## src/rtl/mem_access_unit.sv

```systemverilog
// MEM-stage load/store unit: runs one req/ack data-memory access per load/store,
// stalls the pipeline while it is outstanding and reports misalignment and bus timeouts.
module mem_access_unit #(
    parameter int TIMEOUT_CYCLES = 255
) (
    input  logic        clk,
    input  logic        rstn,
    input  logic        ex_valid,
    input  logic [3:0]  mem_op,
    input  logic [31:0] alu_c,
    input  logic [31:0] st_data,
    output logic        dm_req,
    output logic        dm_we,
    output logic [31:0] dm_addr,
    output logic [3:0]  dm_be,
    output logic [31:0] dm_wdata,
    input  logic        dm_ack,
    input  logic [31:0] dm_rdata,
    output logic        stall,
    output logic [31:0] load_data,
    output logic        load_valid,
    output logic        addr_err,
    output logic        bus_err
);

    localparam logic [1:0] ST_IDLE = 2'd0;
    localparam logic [1:0] ST_WAIT = 2'd1;
    localparam logic [1:0] ST_DONE = 2'd2;

    localparam logic [3:0] OP_LW  = 4'd1;
    localparam logic [3:0] OP_LH  = 4'd2;
    localparam logic [3:0] OP_LHU = 4'd3;
    localparam logic [3:0] OP_LB  = 4'd4;
    localparam logic [3:0] OP_LBU = 4'd5;
    localparam logic [3:0] OP_SW  = 4'd6;
    localparam logic [3:0] OP_SH  = 4'd7;
    localparam logic [3:0] OP_SB  = 4'd8;

    // Last no-ack WAIT cycle index before the access is abandoned.
    localparam logic [7:0] TO_LAST = 8'(TIMEOUT_CYCLES - 1);

    function automatic logic is_mem_op(input logic [3:0] op);
        return (op >= OP_LW) && (op <= OP_SB);
    endfunction

    function automatic logic is_store(input logic [3:0] op);
        return (op == OP_SW) || (op == OP_SH) || (op == OP_SB);
    endfunction

    function automatic logic is_misaligned(input logic [3:0] op, input logic [1:0] lane);
        logic mis;
        case (op)
            OP_LW, OP_SW:         mis = (lane != 2'b00);
            OP_LH, OP_LHU, OP_SH: mis = lane[0];
            default:              mis = 1'b0;
        endcase
        return mis;
    endfunction

    function automatic logic [31:0] extract_load(input logic [3:0] op, input logic [1:0] lane,
                                                 input logic [31:0] rd);
        logic [15:0] half;
        logic [7:0]  byt;
        logic [31:0] res;
        half = lane[1] ? rd[31:16] : rd[15:0];
        case (lane)
            2'd0:    byt = rd[7:0];
            2'd1:    byt = rd[15:8];
            2'd2:    byt = rd[23:16];
            default: byt = rd[31:24];
        endcase
        case (op)
            OP_LW:   res = rd;
            OP_LH:   res = {{16{half[15]}}, half};
            OP_LHU:  res = {16'h0000, half};
            OP_LB:   res = {{24{byt[7]}}, byt};
            OP_LBU:  res = {24'h000000, byt};
            default: res = 32'h0000_0000;
        endcase
        return res;
    endfunction

    logic [1:0]  state_r;
    logic [3:0]  op_r;
    logic [1:0]  lane_r;
    logic [7:0]  cnt_r;
    logic        dm_req_r;
    logic        dm_we_r;
    logic [31:0] dm_addr_r;
    logic [3:0]  dm_be_r;
    logic [31:0] dm_wdata_r;
    logic [31:0] load_data_r;
    logic        load_valid_r;
    logic        addr_err_r;
    logic        bus_err_r;

    logic        start_s;
    logic        mis_s;
    logic [3:0]  be_s;
    logic [31:0] wdata_s;

    assign start_s = ex_valid && is_mem_op(mem_op) && (state_r == ST_IDLE);
    assign mis_s   = is_misaligned(mem_op, alu_c[1:0]);

    // Byte enables and lane-replicated write data for the access being started.
    always_comb begin
        be_s    = 4'b1111;
        wdata_s = 32'h0000_0000;
        case (mem_op)
            OP_SW: begin
                be_s    = 4'b1111;
                wdata_s = st_data;
            end
            OP_SH: begin
                be_s    = alu_c[1] ? 4'b1100 : 4'b0011;
                wdata_s = {2{st_data[15:0]}};
            end
            OP_SB: begin
                be_s    = 4'b0001 << alu_c[1:0];
                wdata_s = {4{st_data[7:0]}};
            end
            default: begin
                be_s    = 4'b1111;
                wdata_s = 32'h0000_0000;
            end
        endcase
    end

    // Access FSM, request registers, timeout counter and result/error pulses.
    always_ff @(posedge clk or negedge rstn) begin
        if (!rstn) begin
            state_r      <= ST_IDLE;
            op_r         <= 4'd0;
            lane_r       <= 2'd0;
            cnt_r        <= 8'd0;
            dm_req_r     <= 1'b0;
            dm_we_r      <= 1'b0;
            dm_addr_r    <= 32'h0000_0000;
            dm_be_r      <= 4'b0000;
            dm_wdata_r   <= 32'h0000_0000;
            load_data_r  <= 32'h0000_0000;
            load_valid_r <= 1'b0;
            addr_err_r   <= 1'b0;
            bus_err_r    <= 1'b0;
        end else begin
            load_valid_r <= 1'b0;
            addr_err_r   <= 1'b0;
            bus_err_r    <= 1'b0;
            case (state_r)
                ST_IDLE: begin
                    if (start_s) begin
                        if (mis_s) begin
                            addr_err_r <= 1'b1;
                        end else begin
                            state_r    <= ST_WAIT;
                            dm_req_r   <= 1'b1;
                            dm_we_r    <= is_store(mem_op);
                            dm_addr_r  <= {alu_c[31:2], 2'b00};
                            dm_be_r    <= be_s;
                            dm_wdata_r <= wdata_s;
                            lane_r     <= alu_c[1:0];
                            op_r       <= mem_op;
                            cnt_r      <= 8'd0;
                        end
                    end
                end
                ST_WAIT: begin
                    // An ack arriving on the timeout cycle still completes normally.
                    if (dm_ack) begin
                        state_r  <= ST_DONE;
                        dm_req_r <= 1'b0;
                        if (!is_store(op_r)) begin
                            load_data_r  <= extract_load(op_r, lane_r, dm_rdata);
                            load_valid_r <= 1'b1;
                        end
                    end else if (cnt_r == TO_LAST) begin
                        state_r     <= ST_DONE;
                        dm_req_r    <= 1'b0;
                        bus_err_r   <= 1'b1;
                        load_data_r <= 32'h0000_0000;
                    end else begin
                        cnt_r <= cnt_r + 8'd1;
                    end
                end
                ST_DONE: begin
                    state_r <= ST_IDLE;
                end
                default: begin
                    state_r  <= ST_IDLE;
                    dm_req_r <= 1'b0;
                end
            endcase
        end
    end

    assign stall      = (start_s && !mis_s) || (state_r == ST_WAIT);
    assign dm_req     = dm_req_r;
    assign dm_we      = dm_we_r;
    assign dm_addr    = dm_addr_r;
    assign dm_be      = dm_be_r;
    assign dm_wdata   = dm_wdata_r;
    assign load_data  = load_data_r;
    assign load_valid = load_valid_r;
    assign addr_err   = addr_err_r;
    assign bus_err    = bus_err_r;

endmodule

```

## config.mk

```make
export PLATFORM = sky130hd
export DESIGN_NAME = mem_access_unit
export DESIGN_NICKNAME = d
export VERILOG_FILES = /design/src/rtl/mem_access_unit.sv
export SDC_FILE = /design/constraint.sdc
export NUM_CORES = 1
export LEC_CHECK = 0
export ABC_AREA = 0
export CAP_MARGIN = 20
export CORE_MARGIN = 8
export CORE_UTILIZATION = 35
export CTS_BUF_LIST = sky130_fd_sc_hd__clkbuf_8
export CTS_CLUSTER_DIAMETER = 30
export DETAILED_ROUTE_END_ITERATION = 7
export HOLD_SLACK_MARGIN = 0.06
export PLACE_DENSITY = 0.71
export SYNTH_ARGS = -nofsm -noshare
export SYNTH_HDL_FRONTEND = slang
export SYNTH_SLANG_ARGS = --single-unit
```

## constraint.sdc

```tcl
create_clock -name clk -period 2.2 [get_ports clk]
set_input_delay 0.33 -clock clk [delete_from_list [all_inputs] [get_ports clk]]
set_output_delay 0.33 -clock clk [all_outputs]
set_load 0.02 [all_outputs]
```

==> results of run 1 <==
-- synthesized netlist by cell type (all sizes together), types with 2 or more instances --
master,count
a211o,10
a211oi,2
a21o,3
a21oi,27
a221o,6
a22o,17
a22oi,28
and3,2
buf,26
clkbuf,6
dfrtp,119
ha,2
inv,7
mux2,42
mux2i,10
mux4,2
nand2,37
nand2b,7
nand3,5
nand4,3
nor2,36
nor2b,4
nor3,6
nor3b,3
o211ai,2
o21ai,35
o2bb2ai,17
xnor2,2
xor2,2
-- placed cells by master, fill, tap and decap left out, drive strengths merged, types with 2 or more instances in the layout --
| cell | netlist | layout |
|---|---|---|
| clkinv | 1 | 6 |
| o211ai | 2 | 2 |
| conb | 1 | 2 |
| clkinvlp | 0 | 4 |
| a22o | 17 | 17 |
| bufinv | 0 | 2 |
| xor2 | 2 | 2 |
| and3 | 2 | 2 |
| inv | 7 | 10 |
| a221o | 6 | 6 |
| nand4 | 3 | 3 |
| buf | 26 | 44 |
| a211oi | 2 | 2 |
| nand3 | 5 | 5 |
| a22oi | 28 | 28 |
| mux4 | 2 | 2 |
| clkbuf | 6 | 19 |
| nand2b | 7 | 7 |
| o21ai | 35 | 35 |
| nor3b | 3 | 3 |
| nor3 | 6 | 6 |
| mux2i | 10 | 10 |
| a21oi | 27 | 27 |
| clkdlybuf4s50 | 0 | 205 |
| xnor2 | 2 | 2 |
| a21o | 3 | 3 |
| nor2b | 4 | 4 |
| o2bb2ai | 17 | 17 |
| dfrtp | 119 | 119 |
| mux2 | 42 | 42 |
| nand2 | 37 | 37 |
| ha | 2 | 2 |
| a211o | 10 | 10 |
| nor2 | 36 | 36 |
-- worst max-delay path: stages --
cell and delay, ps:
clkdlybuf4s50_1 500, nor3_2 260, nor2_1 120, o211ai_4 200
nand2_1 80, clkbuf_2 160
-- what timing repair did --
item,in CTS,in global routing
gates cloned,0,0
hold endpoints to repair,31,0
pin swaps,0,1
resized for setup,4,3
setup buffers,0,1
setup endpoints to repair,12,2
hold buffers,1,0
-- power by group --
| part | switching, mW | total, mW | internal, mW |
|---|---|---|---|
| clock network | 0.927 | 1.97 | 1.04 |
| registers | 0.401 | 3.19 | 2.79 |
| logic | 1.85 | 3.74 | 1.88 |
-- cell families (layout without fill, tap and decap cells) --
| family | Yosys count | in the layout | synth area share, % |
|---|---|---|---|
| mux | 54 | 54 | 11.1 |
| buf+inv | 40 | 291 | 4.00 |
| compound gates | 157 | 157 | 21.4 |
| fa+ha+maj | 2 | 2 | 0.447 |
| flops | 119 | 119 | 53.2 |
| simple gates | 108 | 108 | 9.16 |
| other cells | 1 | 2 | 0.0670 |
| xor+xnor | 4 | 4 | 0.626 |
-- metrics by stage --
stage / instances / hold WS, ps / instance area [sq um] / worst slack [ps]
5_1_grt: 953 / 397 / 8560 / 113
6_report: 953 / 396 / 8560 / 215
3_3_place_gp: 919 / 296 / 8110 / -267
3_5_place_dp: 919 / 306 / 8110 / -293
4_1_cts: 952 / 380 / 8540 / 39.6
2_1_floorplan: 486 / 34.4 / 5600 / 375
-- cell type report --
type	instances	area [sq um]	area share (%)
inverters	8	31.3	0.366
clock buffers	18	248	2.90
multi-input cells	327	2430	28.4
repair buffers	251	2450	28.6
flip-flops and latches	119	2980	34.8
clock inverters	14	151	1.77
well taps	216	270	3.16
-- registers in the layout (all words and copies together), names as in the netlist, 2 cells and up --
register and count:
cnt_r 8, dm_addr 30, dm_be 4, dm_wdata 32
lane_r 2, load_data 32, op_r 4, state_r 2
-- worst paths after layout --
check	cells after the start	slack, ps	startpoint	to
worst max-delay path	6	210	mem_op[0]	stall
min in group clk	1	480	dm_req$_DFFE_PN0P_	dm_req$_DFFE_PN0P_
worst max register to register	6	260	op_r[1]$_DFFE_PN0P_	load_data[28]$_DFFE_PN0P_
worst min register to register	1	480	dm_req$_DFFE_PN0P_	dm_req$_DFFE_PN0P_
worst min-delay path	2	400	rstn	load_data[6]$_DFFE_PN0P_
max in group asynchronous	3	1100	rstn	dm_addr[8]$_DFFE_PN0P_
-- routing by layer --
metal  vias to the layer above  routed length [um]  share of wire, %  global-route usage [%]
li1                       2262                   -                 -                       -
met1                      2429                7050                39                    19.9
met2                       164                9360                52                    30.7
met3                        35                 906               5.1                    4.29
met4                         0                 574               3.2                    7.89
met5                         -                   0                 0                       0
==> results.yml, run 1 <==
timing:
  finalCritPeriodShare_pct: 90.2
  rsz0062_at_grt: "false"
  tns_ps: 0
  hold_viol: 0
  tightestPinTransition_ps: 666
  setup_violations: 0
  slew_headroom_pct: 55.4
  finalCriticalPeriod_ps: 1990
  clock_skew_ps: 12.2
  fmax_mhz: 504
  slew_viol_final: 0
worst_setup_path:
  path_class: "in -> out"
  worstSetupEndpointType: "output pin"
  worstPathRequired_ps: 1870
  crit_fanout: 4
  cp.arrival_ps: 1660
  cp-start-kind: "primary input"
yosys:
  synth_ff_type: "dfrtp_1"
  yosysUniqueCellTypes: 62
  synth_edf_count: 0
  yosys.area.top_type: "dfrtp_1"
  async_flop_share_pct: 100
  synth.avg_cell_area_sq_um: 11.5
  synth_area_leaders: "dfrtp_1 (53%), mux2_1 (7.2%), a22oi_1 (3.8%)"
  syn_inst: 485
  yosys_warnings: 0
  synth_area_sq_um: 5600
  ys_seq_area_share_pct: 53.2
  ys_seq_elements: 119
  synth.top_cell.area_share_pct: 53.2
min_path:
  hold_class: "in -> async"
cts:
  clkSinkCount: 119
  clk_pin_slew_worst_paths_ps: 70
  cts-root-buf: "clkbuf_8"
  clkLatencyLatePin_ps: 430
  cts-buffers-inserted: 17
  cts_max_path_buffers: 2
  cts_tree: "built"
  cts-htree-levels: 4
routing:
  drt_iter0_markers: 309
  vias: 4890
  dr.pass1.iters: 4
  via_per_inst: 5.13
  drtAntennaViolNets: 0
  post-route-drc-count: 0
  wire_per_inst_um: 18.8
  wirelength_um: 17900
final_layout:
  syn_to_final_growth_pct: 52.8
  drive_gt1_share_pct: 14.8
  filler_cell_count: 1364
  layout.nets: 830
  diodes: 0
  final_core_utilization_pct: 54.3
die:
  ios: 210
  die_area_sq_um: 20300
  die_x_um: 142
  core_area_sq_um: 15800
  rows: 46
  start_util_pct: 35.5
  die_h_um: 142
power_and_ir_drop:
  leakage_nw: 3.62
  power_density_nw_per_um2: 1040
  report.power.total_mw: 8.90
  ir_drop_mv: 0.384
global_route:
  grt_usage_pct: 17.6
  globalRouteOverflowTotal: 0
  grt_pass1_vias: 5256
  antenna_found_initial: 0
  grt_max_degree: 75
  grt_pass1_wl_um: 28200
placed_design:
  place_congestion: 0.860
  dp_hpwl_um: 13900
  io_buffers: 207
run_status:
  status: "finished, final reports clean"
flow_run:
  maxCapViolations: 0
Power figures use the tool's default switching activity.
==> inputs of run 2 (changes only) <==
CORE_ASPECT_RATIO = 0.6   (was default)
GPL_ROUTABILITY_DRIVEN = 0   (was default)
==> run 2 against run 1 <==
  * Worst hold slack improved by 93 ps
  * Highest routed layer is now met5
  * Global-route usage grew 0.31 points
  * Total power is essentially flat
  * Utilization increased by 0.71 points
  * Critical path type is now reg -> reg
  * Register-to-register slack worse by 100 ps
  * Clock-buffer cell count down 1
==> results.yml, run 2 (synthesized netlist as in run 1, its figures left out) <==
final_layout:
  layout_commonest_cell: "clkdlybuf4s50_1"
  syn_to_final_growth_pct: 52.1
  final-seq-area_sq_um: 2980
  layout.nets: 827
  finish.instance_area_sq_um: 8520
  drive_gt1_share_pct: 14.3
  multi_input_area_sq_um: 2420
  diodes: 0
  filler_cell_count: 1337
  final_cell_mix: "clkdlybuf4s50_1 (204), dfrtp_1 (119), nand2_1 (37), mux2_1 (36), buf_4 (36)"
die:
  die_area_sq_um: 20400
  rows: 35
  core_area_sq_um: 15500
  die_x_um: 179
  die_h_um: 114
  ios: 210
  start_util_pct: 36.1
timing:
  setup_slack_ps: 157
  clock_skew_ps: 18.3
  hold_ws_ps: 489
  finalCritPeriodShare_pct: 92.9
  slew_viol_final: 0
  setup_violations: 0
  tightestPinTransition_ps: 651
  rsz0062_at_grt: "false"
  finalCriticalPeriod_ps: 2040
  hold_viol: 0
  slew_headroom_pct: 56.6
  fmax_mhz: 489
placed_design:
  dp_hpwl_um: 14100
  placed_area_sq_um: 8110
  io_buffers: 207
  place_ws_ps: -256
cts:
  cts_tree: "built"
  cts-buffers-inserted: 17
  cts-htree-levels: 4
  clkLatencyLatePin_ps: 430
  clk_pin_slew_worst_paths_ps: 80
  cts_max_path_buffers: 2
  clkSinkCount: 119
  cts-root-buf: "clkbuf_8"
power_and_ir_drop:
  leakage_nw: 3.61
  ir_drop_mv: 0.638
  power_density_nw_per_um2: 1040
routing:
  via_per_inst: 5.21
  drt_iter0_markers: 405
  dr.pass1.iters: 5
  drtAntennaViolNets: 0
  wirelength_um: 18200
  post-route-drc-count: 0
  wire_per_inst_um: 19.4
  vias: 4886
global_route:
  grt_pass1_vias: 5089
  grt_usage_pct: 17.9
  grt_max_degree: 120
  globalRouteOverflowTotal: 0
  antenna_found_initial: 1
  grt_pass1_wl_um: 28500
worst_setup_path:
  cp.arrival_ps: 2400
  cp-start-kind: "register"
  crit_fanout: 8
  worstSetupEndpointType: "register"
  worstPathRequired_ps: 2560
  path_class: "reg -> reg"
run_status:
  status: "finished, final reports clean"
flow_run:
  maxCapViolations: 0
min_path:
  hold_class: "reg -> reg"
-- run 2: cell count changes in the layout (fill, tap and decap cells not counted), sizes merged --
cell	delta
dlygate4sd2	+1
clkbuf	-1
clkdlybuf4s50	-1
buf	-3
inv	+3
clkinv	-1
clkinvlp	-1
-- run 2: metal layers --
metal	routed length [um]	track usage, %
met4	132	4.42
met2	8620	28.2
met3	1540	5.21
met5	9	0
met1	7900	23.8
-- run 2: stage by stage --
stage | instances | setup TNS [ps] | total power [mW] | utilization, %
final | 937 | 0 | 8.90 | 55.0
after global routing | 937 | 0 | 9.36 | 55.0
after CTS | 937 | 0 | 9.01 | 54.9
after detailed placement | 904 | -7680 | 6.93 | 52.3
after global placement | 904 | -4120 | 6.85 | 52.3
after floorplan | 486 | 0 | 5.06 | -
-- run 2: final cells by class --
cell class,count,share of cell area (%)
Sequential cell,119,34.9
Timing Repair Buffer,248,28.6
Multi-Input combinational cell,327,28.4
Tap cell,203,2.98
Clock buffer,17,2.75
Clock inverter,15,1.98
Inverter,8,0.367
-- run 2: worst max-delay path, stage by stage (launching register included) --
cell	delay, ps
dfrtp_1	400
nand2b_1	180
buf_4	160
nor3_1	340
nand2_1	180
nor3_2	540
a211o_1	190
-- run 2: timing repair --
| action | in CTS | in global routing |
|---|---|---|
| buffers inserted | 0 | 0 |
| gates resized for setup | 2 | 4 |
| endpoints found under the hold margin | 119 | 0 |
| hold buffers | 1 | 0 |
| setup endpoints to repair | 1 | 19 |
-- run 2: worst paths after layout --
path                            cells after the start                    from  slack, ps                        to
worst max-delay path                                6  state_r[1]$_DFFE_PN0P_        160  load_data[9]$_DFFE_PN0P_
worst min-delay path                                1      dm_req$_DFFE_PN0P_        490        dm_req$_DFFE_PN0P_
worst max register to register                      6  state_r[1]$_DFFE_PN0P_        160  load_data[9]$_DFFE_PN0P_
worst min register to register                      1      dm_req$_DFFE_PN0P_        490        dm_req$_DFFE_PN0P_
max in group asynchronous                           3                    rstn       1180  dm_wdata[19]$_DFFE_PN0P_
min in group asynchronous                           3                    rstn        570  load_data[5]$_DFFE_PN0P_
-- run 2: where the power goes --
group | total [mW] | switching, mW | internal, mW
Clock | 2.02 | 0.990 | 1.03
Sequential | 3.21 | 0.418 | 2.79
Combinational | 3.67 | 1.82 | 1.85
==> inputs of run 3 (changes only) <==
CORE_UTILIZATION = 46   (was 35)
PLACE_DENSITY = 0.88   (was 0.71)
SKIP_LAST_GASP = 1   (was default)
==> run 3 against run 2 <==
  * Non-clock buffer count down 1
  * Clock power rose by 5%
  * Critical path depth stayed put
==> results.yml, run 3 (synthesized netlist as in run 1, its figures left out) <==
run_status:
  status: "finished, final reports clean"
worst_setup_path:
  path_class: "in -> out"
  max_stage_delay_ps: 450
  cp-start-kind: "primary input"
  cpLargestDelayFamily: "buffers and inverters"
  critPathBufInv: 2
  cp.arrival_ps: 1780
  worstSetupEndpointType: "output pin"
  worstPathRequired_ps: 1870
  crit_chain: "clkdlybuf4s50_1 -> nand2b_1 -> o221ai_2 -> o211ai_4 -> nand2_1 -> clkdlybuf4s15_2"
  cpMaxStageDelayCell: "clkdlybuf4s50_1"
  crit_fanout: 3
cts:
  clk_pin_slew_worst_paths_ps: 70
  cts-buffers-inserted: 17
  cts-htree-levels: 4
  clkSinkCount: 119
  cts_tree: "built"
  cts_max_path_buffers: 2
  clkLatencyLatePin_ps: 430
  cts-root-buf: "clkbuf_8"
power_and_ir_drop:
  swShare_pct: 36.1
  combinationalPowerShare_pct: 41.0
  ir_drop_mv: 0.764
  intPower_mw: 5.81
  report.power.total_mw: 9.09
  power_density_nw_per_um2: 1060
  p_clk_share_pct: 23.3
  seqPwrFrac_pct: 35.7
  leakage_nw: 3.64
  power.switching_mw: 3.28
min_path:
  hold_class: "in -> async"
final_layout:
  drive_gt1_share_pct: 14.7
  diodes: 0
  layout_commonest_cell: "clkdlybuf4s50_1"
  layout.nets: 826
  syn_to_final_growth_pct: 52.3
  filler_cell_count: 783
  final_core_utilization_pct: 71.2
  final_cell_mix: "clkdlybuf4s50_1 (202), dfrtp_1 (119), nand2_1 (37), mux2_1 (36), buf_4 (34)"
  finish.instance_area_sq_um: 8530
timing:
  clock_skew_ps: 13.7
  finalCritPeriodShare_pct: 96.0
  setup_violations: 0
  slew_viol_final: 0
  tightestPinTransition_ps: 639
  setup_slack_ps: 88.6
  slew_headroom_pct: 57.3
  rsz0062_at_grt: "false"
  fmax_mhz: 474
  finalCriticalPeriod_ps: 2110
  hold_viol: 0
die:
  ios: 210
  die_x_um: 158
  rows: 31
  die_h_um: 101
  core_area_sq_um: 12000
  start_util_pct: 46.7
  die_area_sq_um: 16100
global_route:
  antenna_found_initial: 0
  grt_usage_pct: 24.1
  globalRouteOverflowTotal: 0
  grt_pass1_wl_um: 29800
  grt_pass1_vias: 5410
  grt_max_degree: 47
routing:
  post-route-drc-count: 0
  dr.pass1.iters: 6
  vias: 5068
  wirelength_um: 18900
  via_per_inst: 5.64
  drtAntennaViolNets: 0
  wire_per_inst_um: 21.0
  drt_iter0_markers: 446
placed_design:
  place_ws_ps: -387
  placed_area_sq_um: 8060
  dp_hpwl_um: 14400
  io_buffers: 207
flow_run:
  maxCapViolations: 0
## run 3: final timing paths
path	end	from	cells past startpoint	slack (ps)
max in group asynchronous	dm_wdata[25]$_DFFE_PN0P_	rstn	3	1060
hold / removal	load_data[0]$_DFFE_PN0P_	rstn	2	440
setup / recovery	stall	alu_c[0]	6	90
min in group clk	addr_err$_DFF_PN0_	mem_op[1]	3	470
setup reg to reg	load_data[17]$_DFFE_PN0P_	op_r[2]$_DFFE_PN0P_	5	190
hold reg to reg	dm_req$_DFFE_PN0P_	dm_req$_DFFE_PN0P_	1	490
## run 3: worst reg2reg max path, stage by stage (launching register included)
cell and delay [ps]:
dfrtp_1 500, nand2b_1 270, a211o_1 290, a211oi_4 590
a21oi_1 120, o2bb2ai_1 180
## run 3: final cells by class
class | instances | area, sq um | area share [%]
clock buffers | 18 | 248 | 2.90
clock inverters | 14 | 174 | 2.04
inverters | 8 | 31.3 | 0.367
multi-input cells | 327 | 2440 | 28.6
flip-flops and latches | 119 | 2980 | 34.9
well taps | 165 | 206 | 2.42
repair buffers | 247 | 2450 | 28.7
## run 3: power by group through the flow
stage          Sequential, mW  Combinational, mW  Clock, mW
3_3_place_gp             3.22               3.60          0
6_report                 3.24               3.72       2.12
2_1_floorplan            3.86               1.21          0
5_1_grt                  3.32               3.94       2.24
4_1_cts                  3.24               3.73       2.15
3_5_place_dp             3.26               3.70          0
## run 3: routing by layer
| layer | wire, um | vias to the layer above | share of wire [%] | global-route usage, % |
|---|---|---|---|---|
| li1 | - | 2260 | - | - |
| met4 | 507 | 0 | 2.7 | 9.88 |
| met3 | 1610 | 48 | 8.5 | 7.12 |
| met1 | 7590 | 2496 | 40 | 30.4 |
| met5 | 0 | - | 0 | 0 |
| met2 | 9140 | 264 | 48 | 38.2 |
## run 3: repair_timing
action / CTS / global route
hold buffers: 1 / 0
gates resized for setup: 9 / 4
setup endpoints to repair: 1 / 18
endpoints found under the hold margin: 42 / 0
setup buffers: 0 / 0
## run 3: stage by stage
stage	hold slack [ps]	cells	TNS [ps]
CTS	462	898	0
floorplan	34.4	486	0
global placement	366	865	-7470
detailed placement	375	865	-16910
global route	468	898	0
finish	442	898	0
